[src/rtl/seg_pkg.sv]
// Shared definitions for the 7-segment scan path: digit count, the
// active-high segment pattern table and a decoder that maps a pattern
// back to a hex nibble (or to a blank digit).
package seg_pkg;

  localparam int NUM_DIGITS = 8;

  // Active-high segment view, bit0=a .. bit6=g
  localparam logic [6:0] SEG_BLANK = 7'h00;

  // Entry i holds the pattern for hex digit i
  localparam logic [15:0][6:0] SEG_HEX_TABLE = {
    7'h71, 7'h79, 7'h5E, 7'h39, 7'h7C, 7'h77, 7'h6F, 7'h7F,
    7'h07, 7'h7D, 7'h6D, 7'h66, 7'h4F, 7'h5B, 7'h06, 7'h3F
  };

  typedef struct packed {
    logic       ok;
    logic       blank;
    logic [3:0] nibble;
  } seg_decode_t;

  // ok=0 means the pattern is neither a hex digit nor blank
  function automatic seg_decode_t seg_decode(input logic [6:0] s);
    seg_decode_t r;
    r = '0;
    if (s == SEG_BLANK) begin
      r.ok    = 1'b1;
      r.blank = 1'b1;
    end else begin
      for (int i = 0; i < 16; i++) begin
        if (s == SEG_HEX_TABLE[i]) begin
          r.ok     = 1'b1;
          r.nibble = 4'(i);
        end
      end
    end
    return r;
  endfunction

endpackage

[src/rtl/seg_sample_filter.sv]
// Sample qualifier for the scanned display bus: a sample is usable only
// when exactly one anode is active, and a digit is accepted once after the
// same {segments, anodes} sample has been seen for STABLE_CYCLES cycles.
module seg_sample_filter
  import seg_pkg::*;
#(
  parameter int STABLE_CYCLES = 4
) (
  input  logic       clk,
  input  logic       rst,
  input  logic [6:0] seg,
  input  logic [7:0] na,
  output logic       accept,
  output logic [2:0] digit_idx,
  output logic [6:0] digit_seg
);

  localparam int               CNT_W   = $clog2(STABLE_CYCLES + 1);
  localparam logic [CNT_W-1:0] CNT_MAX = CNT_W'(STABLE_CYCLES);

  logic [7:0]       sel;
  logic             sample_ok;
  logic             same_sample;
  logic [14:0]      prev_sample;
  logic [CNT_W-1:0] stable_cnt;
  logic [CNT_W-1:0] cnt_next;

  assign sel         = ~na;
  assign sample_ok   = (sel != 8'd0) && ((sel & (sel - 8'd1)) == 8'd0);
  // A nonzero count implies prev_sample held a valid sample
  assign same_sample = (stable_cnt != '0) && ({seg, na} == prev_sample);
  assign digit_seg   = seg;

  // Next run length of the current sample, saturating so a held digit is not re-accepted
  always_comb begin
    cnt_next = '0;
    if (sample_ok) begin
      if (!same_sample) begin
        cnt_next = CNT_W'(1);
      end else if (stable_cnt == CNT_MAX) begin
        cnt_next = CNT_MAX;
      end else begin
        cnt_next = stable_cnt + CNT_W'(1);
      end
    end
  end

  assign accept = sample_ok && (cnt_next == CNT_MAX) &&
                  !(same_sample && (stable_cnt == CNT_MAX));

  // Position of the single active (low) anode
  always_comb begin
    digit_idx = '0;
    for (int i = 0; i < NUM_DIGITS; i++) begin
      if (sel[i]) begin
        digit_idx = 3'(i);
      end
    end
  end

  // Remember the last sample and how long it has been stable
  always_ff @(posedge clk) begin
    if (rst) begin
      stable_cnt  <= '0;
      prev_sample <= '0;
    end else begin
      stable_cnt  <= cnt_next;
      prev_sample <= {seg, na};
    end
  end

endmodule

[src/rtl/seg_scan_capture.sv]
// Receive side of the multiplexed 7-segment bus: filters the scanned
// samples, decodes each digit, reassembles the 8-digit word and offers it
// on a valid/ready output with overrun, bad-pattern and timeout reporting.
module seg_scan_capture
  import seg_pkg::*;
#(
  parameter int STABLE_CYCLES  = 4,
  parameter int TIMEOUT_CYCLES = 1000000,
  parameter int EMIT_ON_CHANGE = 0
) (
  input  logic        FPGA_GlobalClock,
  input  logic        RST,
  input  logic [7:0]  SEG,
  input  logic [7:0]  NA,
  output logic [31:0] value,
  output logic [7:0]  blank_mask,
  output logic        value_valid,
  input  logic        value_ready,
  output logic        bad_pattern,
  output logic        overrun,
  output logic        frame_timeout
);

  localparam int               TMO_W    = (TIMEOUT_CYCLES > 2) ? $clog2(TIMEOUT_CYCLES) : 1;
  localparam logic [TMO_W-1:0] TMO_LAST = TMO_W'(TIMEOUT_CYCLES - 1);

  logic              accept;
  logic [2:0]        digit_idx;
  logic [6:0]        digit_seg;
  seg_decode_t       dec;
  logic              digit_good;
  logic              digit_bad;
  logic [7:0]        digit_bit;
  logic [7:0]        seen;
  logic [31:0]       shadow_value;
  logic [7:0]        shadow_blank;
  logic [TMO_W-1:0]  tmo_cnt;
  logic              frame_done;
  logic [31:0]       last_value;
  logic [7:0]        last_blank;
  logic              last_ok;
  logic              same_as_last;
  logic              emit_frame;
  logic              unused_dp;

  // The decimal point carries no digit information
  assign unused_dp = SEG[7];

  seg_sample_filter #(
    .STABLE_CYCLES(STABLE_CYCLES)
  ) u_filter (
    .clk       (FPGA_GlobalClock),
    .rst       (RST),
    .seg       (SEG[6:0]),
    .na        (NA),
    .accept    (accept),
    .digit_idx (digit_idx),
    .digit_seg (digit_seg)
  );

  // Segments are active-low on the bus, the table is active-high
  assign dec        = seg_decode(~digit_seg);
  assign digit_good = accept && dec.ok;
  assign digit_bad  = accept && !dec.ok;
  assign digit_bit  = 8'd1 << digit_idx;
  assign frame_done = (seen == 8'hFF);

  // last_ok keeps an all-zero first frame from matching the cleared history
  assign same_as_last = last_ok && (last_value == shadow_value) && (last_blank == shadow_blank);
  assign emit_frame   = frame_done && !((EMIT_ON_CHANGE != 0) && same_as_last);

  // Track which digits of the current frame have arrived and age out stale partial frames
  always_ff @(posedge FPGA_GlobalClock) begin
    if (RST) begin
      seen          <= '0;
      tmo_cnt       <= '0;
      frame_timeout <= 1'b0;
    end else begin
      frame_timeout <= 1'b0;
      if (frame_done) begin
        seen    <= digit_good ? digit_bit : 8'h00;
        tmo_cnt <= '0;
      end else if (digit_good) begin
        seen    <= seen | digit_bit;
        tmo_cnt <= '0;
      end else if (seen != 8'h00) begin
        if (tmo_cnt == TMO_LAST) begin
          seen          <= '0;
          tmo_cnt       <= '0;
          frame_timeout <= 1'b1;
        end else begin
          tmo_cnt <= tmo_cnt + TMO_W'(1);
        end
      end
    end
  end

  // Store accepted digits in the shadow frame and latch undecodable patterns
  always_ff @(posedge FPGA_GlobalClock) begin
    if (RST) begin
      shadow_value <= '0;
      shadow_blank <= '0;
      bad_pattern  <= 1'b0;
    end else begin
      if (digit_good) begin
        shadow_value[{digit_idx, 2'b00} +: 4] <= dec.nibble;
        shadow_blank[digit_idx]               <= dec.blank;
      end
      if (digit_bad) begin
        bad_pattern <= 1'b1;
      end
    end
  end

  // Hand completed frames to the consumer, flagging frames that find the output still held
  always_ff @(posedge FPGA_GlobalClock) begin
    if (RST) begin
      value       <= '0;
      blank_mask  <= '0;
      value_valid <= 1'b0;
      overrun     <= 1'b0;
      last_value  <= '0;
      last_blank  <= '0;
      last_ok     <= 1'b0;
    end else if (emit_frame && (!value_valid || value_ready)) begin
      value       <= shadow_value;
      blank_mask  <= shadow_blank;
      value_valid <= 1'b1;
      last_value  <= shadow_value;
      last_blank  <= shadow_blank;
      last_ok     <= 1'b1;
    end else begin
      if (emit_frame) begin
        overrun <= 1'b1;
      end
      if (value_valid && value_ready) begin
        value_valid <= 1'b0;
      end
    end
  end

endmodule

[config.mk]
export PLATFORM = sky130hd
export DESIGN_NAME = seg_scan_capture
export DESIGN_NICKNAME = d
export VERILOG_FILES = /design/src/rtl/seg_pkg.sv /design/src/rtl/seg_sample_filter.sv /design/src/rtl/seg_scan_capture.sv
export SDC_FILE = /design/constraint.sdc
export NUM_CORES = 1
export LEC_CHECK = 0
export ABC_CLOCK_PERIOD_IN_PS = 3700
export BUFFER_PORTS_ARGS = -buffer_cell sky130_fd_sc_hd__buf_2
export CORE_AREA = 2 2 127 129
export CTS_BUF_LIST = sky130_fd_sc_hd__clkbuf_4
export DETAILED_ROUTE_END_ITERATION = 16
export DIE_AREA = 0 0 129 131
export PLACE_DENSITY = 0.66
export SETUP_SLACK_MARGIN = 0.2
export SLEW_MARGIN = 0
export SYNTH_ARGS = -nofsm -noshare
export SYNTH_HDL_FRONTEND = slang
export SYNTH_SLANG_ARGS = --single-unit
[constraint.sdc]
create_clock -name FPGA_GlobalClock -period 3.7 [get_ports FPGA_GlobalClock]
set_clock_uncertainty 0.2 [all_clocks]
set_input_delay 0.185 -clock FPGA_GlobalClock [delete_from_list [all_inputs] [get_ports FPGA_GlobalClock]]
set_output_delay 0.185 -clock FPGA_GlobalClock [all_outputs]
set_load 0.05 [all_outputs]
==> results.toml <==
[synthesis]
synthTopCellsByArea = "dfxtp_1 45%, nand2_1 8.6%, mux2i_1 6.0%"
synth_area_per_cell_um2 = 8.59
synth.distinct_cells = 58
syn_area_um2 = 5820
synthCells = 678
synth_top_area_cell = "dfxtp_1"
async_flop_share = 0
synth_seq_cells = 130
synth-edff-count = 0
ys_warn_count = 0
synthesis.nets = 707
ys.flop_type = "dfxtp_1"
synth_top_area_frac = 0.447
ys_seq_area_frac = 0.447

[global_routing]
grt_pass1_wl_um = 22100
grt_pass1_vias = 4519
grt_usage = 0.165
grt_antenna_before_repair = 0
gr-total-overflow = 0
grt_max_degree = 41

[floorplan]
dieArea_um2 = 16900
die_height_um = 131
initial_core_util = 0.373
dieWidth_um = 129
ios = 63
rows = 46
core_area_um2 = 15600

[clock_network]
cts_buffer_depth = 2
htree_levels = 4
cts_inserted_buffers = 17
cts-root-buf = "clkbuf_4"
path_clk_slew_ps = 110
clk_latency_ps = 560
cts_setup_buffers = 0
cts_sinks = 130
cts_tree = "yes"

[setup_path]
crit-reg2reg-launch = "u_filter.stable_cnt[0]$_SDFF_PP0_"
worstPathArrival_ps = 3500
cp_slowest_stage_delay_ps = 660
cp_slowest_cell = "or4b_2"
reg2reg_slack_ps = 560
critPathMaxFanout = 14
timing.rr.end = "shadow_value[18]$_SDFFE_PP0P_"
critPathCaptureType = "register"
critPathRequiredTime_ps = 3980
critPathKind = "in2reg"
ff2ff_path_depth = 7
path_depth = 11
worstSetupStartpointType = "input port"
path_cells = "dlygate4sd3_1 -> buf_2 -> nand2b_1 -> a21boi_0 -> o21ai_0 -> and2_1 -> buf_4 -> ha_1 -> or4b_2 -> nor4_4 -> mux2i_1"
path_delay_family = "simple AND/OR/NAND/NOR gates"
crit_buf_inv = 3

[layout]
fillers = 1583
insertedDiodeCount = 0
layout_commonest_cell = "nand2_1"
syn_to_final_growth_pct = 16.2
nets = 771
most-common-layout-cells = "134 x nand2_1, 130 x dfxtp_1, 61 x buf_2, 53 x a21oi_1, 45 x nor2_1"
utilization = 0.434
drive_gt1_frac = 0.156

[hold_path]
holdPathEnd = "value[23]$_SDFFE_PP0P_"
holdCritPathClass = "reg2reg"
hp-start = "value[23]$_SDFFE_PP0P_"
min_path_cells = 2

[power_and_ir_drop]
ir_drop_v = 0.000209
power_density_nw_per_um2 = 384
p_clk_frac = 0.393
net-switching-power_mw = 0.650
pwr-share-seq = 0.543
internal_power_mw = 1.95
swShare = 0.250
p_leak_nw = 2.56
p_comb_frac = 0.064

[drt]
dr.pass1.iters = 6
wl_per_cell_um = 13.8
ant_nets = 0
drt_wl_total_um = 13400
routed_via_density = 5.02
drt_iter0_markers = 309
drc = 0
vias = 4871

[place]
place_congestion = 0.834
io_buffers = 61
dp_hpwl_um = 9330

[timing]
tns_ps = 0
finalMaxSlewViolations = 0
finalHoldViolCount = 0
layout_min_cycle_time_ps = 3220
final-setup-viol-count = 0
slew_headroom = 0.405
worst_pin_slew_ps = 886
rsz0062_at_grt = "no"
finalCritPeriodShare = 0.870
fmax_mhz = 311

[status]
outcome = "completed"

[flow_run]
maxCapViolCount = 0
cell type report:
class	instances	area, µm²	area share
Inverter	14	52.6	0.00776
Tap cell	216	270	0.0399
Sequential cell	130	2600	0.384
Clock inverter	13	161	0.0238
Clock buffer	19	143	0.0211
Timing Repair Buffer	85	528	0.0780
Multi-Input combinational cell	494	3010	0.445
kinds of logic (layout without fill, tap and decap cells):
logic type	Yosys count	in the layout	share of synthesized area
simple gates	315	315	0.278
flops	130	130	0.447
buf+inv	54	131	0.0370
fa+ha+maj	10	10	0.0215
mux	35	35	0.0602
compound gates	101	101	0.107
xor+xnor	33	33	0.0496
cell usage after synthesis (3+ instances only):
library cell / number
nor2_1: 45
and3_1: 5
xnor2_1: 25
buf_2: 6
inv_1: 13
nand4_1: 20
xor2_1: 8
a32o_1: 3
nor4_1: 5
ha_1: 10
a211oi_1: 3
nand2_1: 134
a21oi_1: 53
or3_1: 15
clkbuf_1: 32
o21ai_0: 15
nand2b_1: 3
nor2b_1: 13
or2_2: 3
nand3_1: 17
or4b_2: 3
nor3b_1: 4
o211ai_1: 3
nor4b_1: 5
mux2i_1: 35
dfxtp_1: 130
nor3_2: 3
o2111ai_1: 3
nor3_1: 13
and2_1: 5
a22o_1: 6
and4_1: 7
state kept, by name (all words and copies together), names as in the netlist:
signal	cells
tmo_cnt	20
shadow_value	32
overrun	1
seen	8
value_valid	1
u_filter.prev_sample	15
value	32
bad_pattern	1
shadow_blank	8
u_filter.stable_cnt	3
blank_mask	8
frame_timeout	1
layer usage:
layer  part of all wire  global-route usage  vias to the layer above
met4              0.015              0.0595                        0
met2               0.46               0.265                       83
met5                  0                   0                        -
met1               0.48               0.216                     2282
met3              0.039              0.0428                       18
li1                   -                   -                     2488
worst min-delay path: stages (launching register included):
cell,delay [ps]
dfxtp_1,320
nand2_1,50
a21oi_1,50
repair_timing:
action / 4_1_cts / 5_1_grt
hold buffers: 17 / 0
hold endpoints to repair: 50 / 0
resized for setup: 0 / 0
power by group through the flow:
stage	logic, mW	registers (mW)	clock network (mW)
floorplan	0.112	1.44	0
global placement	0.150	1.44	0
detailed placement	0.151	1.44	0
CTS	0.166	1.41	1.05
global route	0.184	1.41	1.11
finish	0.166	1.41	1.02
stage by stage:
stage / hold WS (ps) / worst slack (ps) / power, mW / instances / cell area, µm²
after floorplan: 120 / 634 / 1.55 / 678 / 5820
after global placement: 241 / 562 / 1.59 / 922 / 6290
after detailed placement: 245 / 481 / 1.59 / 922 / 6290
after CTS: 239 / 508 / 2.63 / 971 / 6770
after global routing: 261 / 236 / 2.71 / 971 / 6770
final: 255 / 480 / 2.60 / 971 / 6770
how the worst max path moves through the flow:
| stage | slack, ps | to | start |
|---|---|---|---|
| floorplan | 630 | shadow_value[18]$_SDFFE_PP0P_ | NA[2] |
| global placement | 560 | shadow_value[18]$_SDFFE_PP0P_ | NA[1] |
| detailed placement | 480 | shadow_value[18]$_SDFFE_PP0P_ | NA[1] |
| CTS | 510 | shadow_value[18]$_SDFFE_PP0P_ | NA[1] |
| global route | 240 | shadow_value[18]$_SDFFE_PP0P_ | u_filter.stable_cnt[0]$_SDFF_PP0_ |
| finish | 480 | shadow_value[18]$_SDFFE_PP0P_ | NA[1] |
Power figures use the tool's default switching activity.
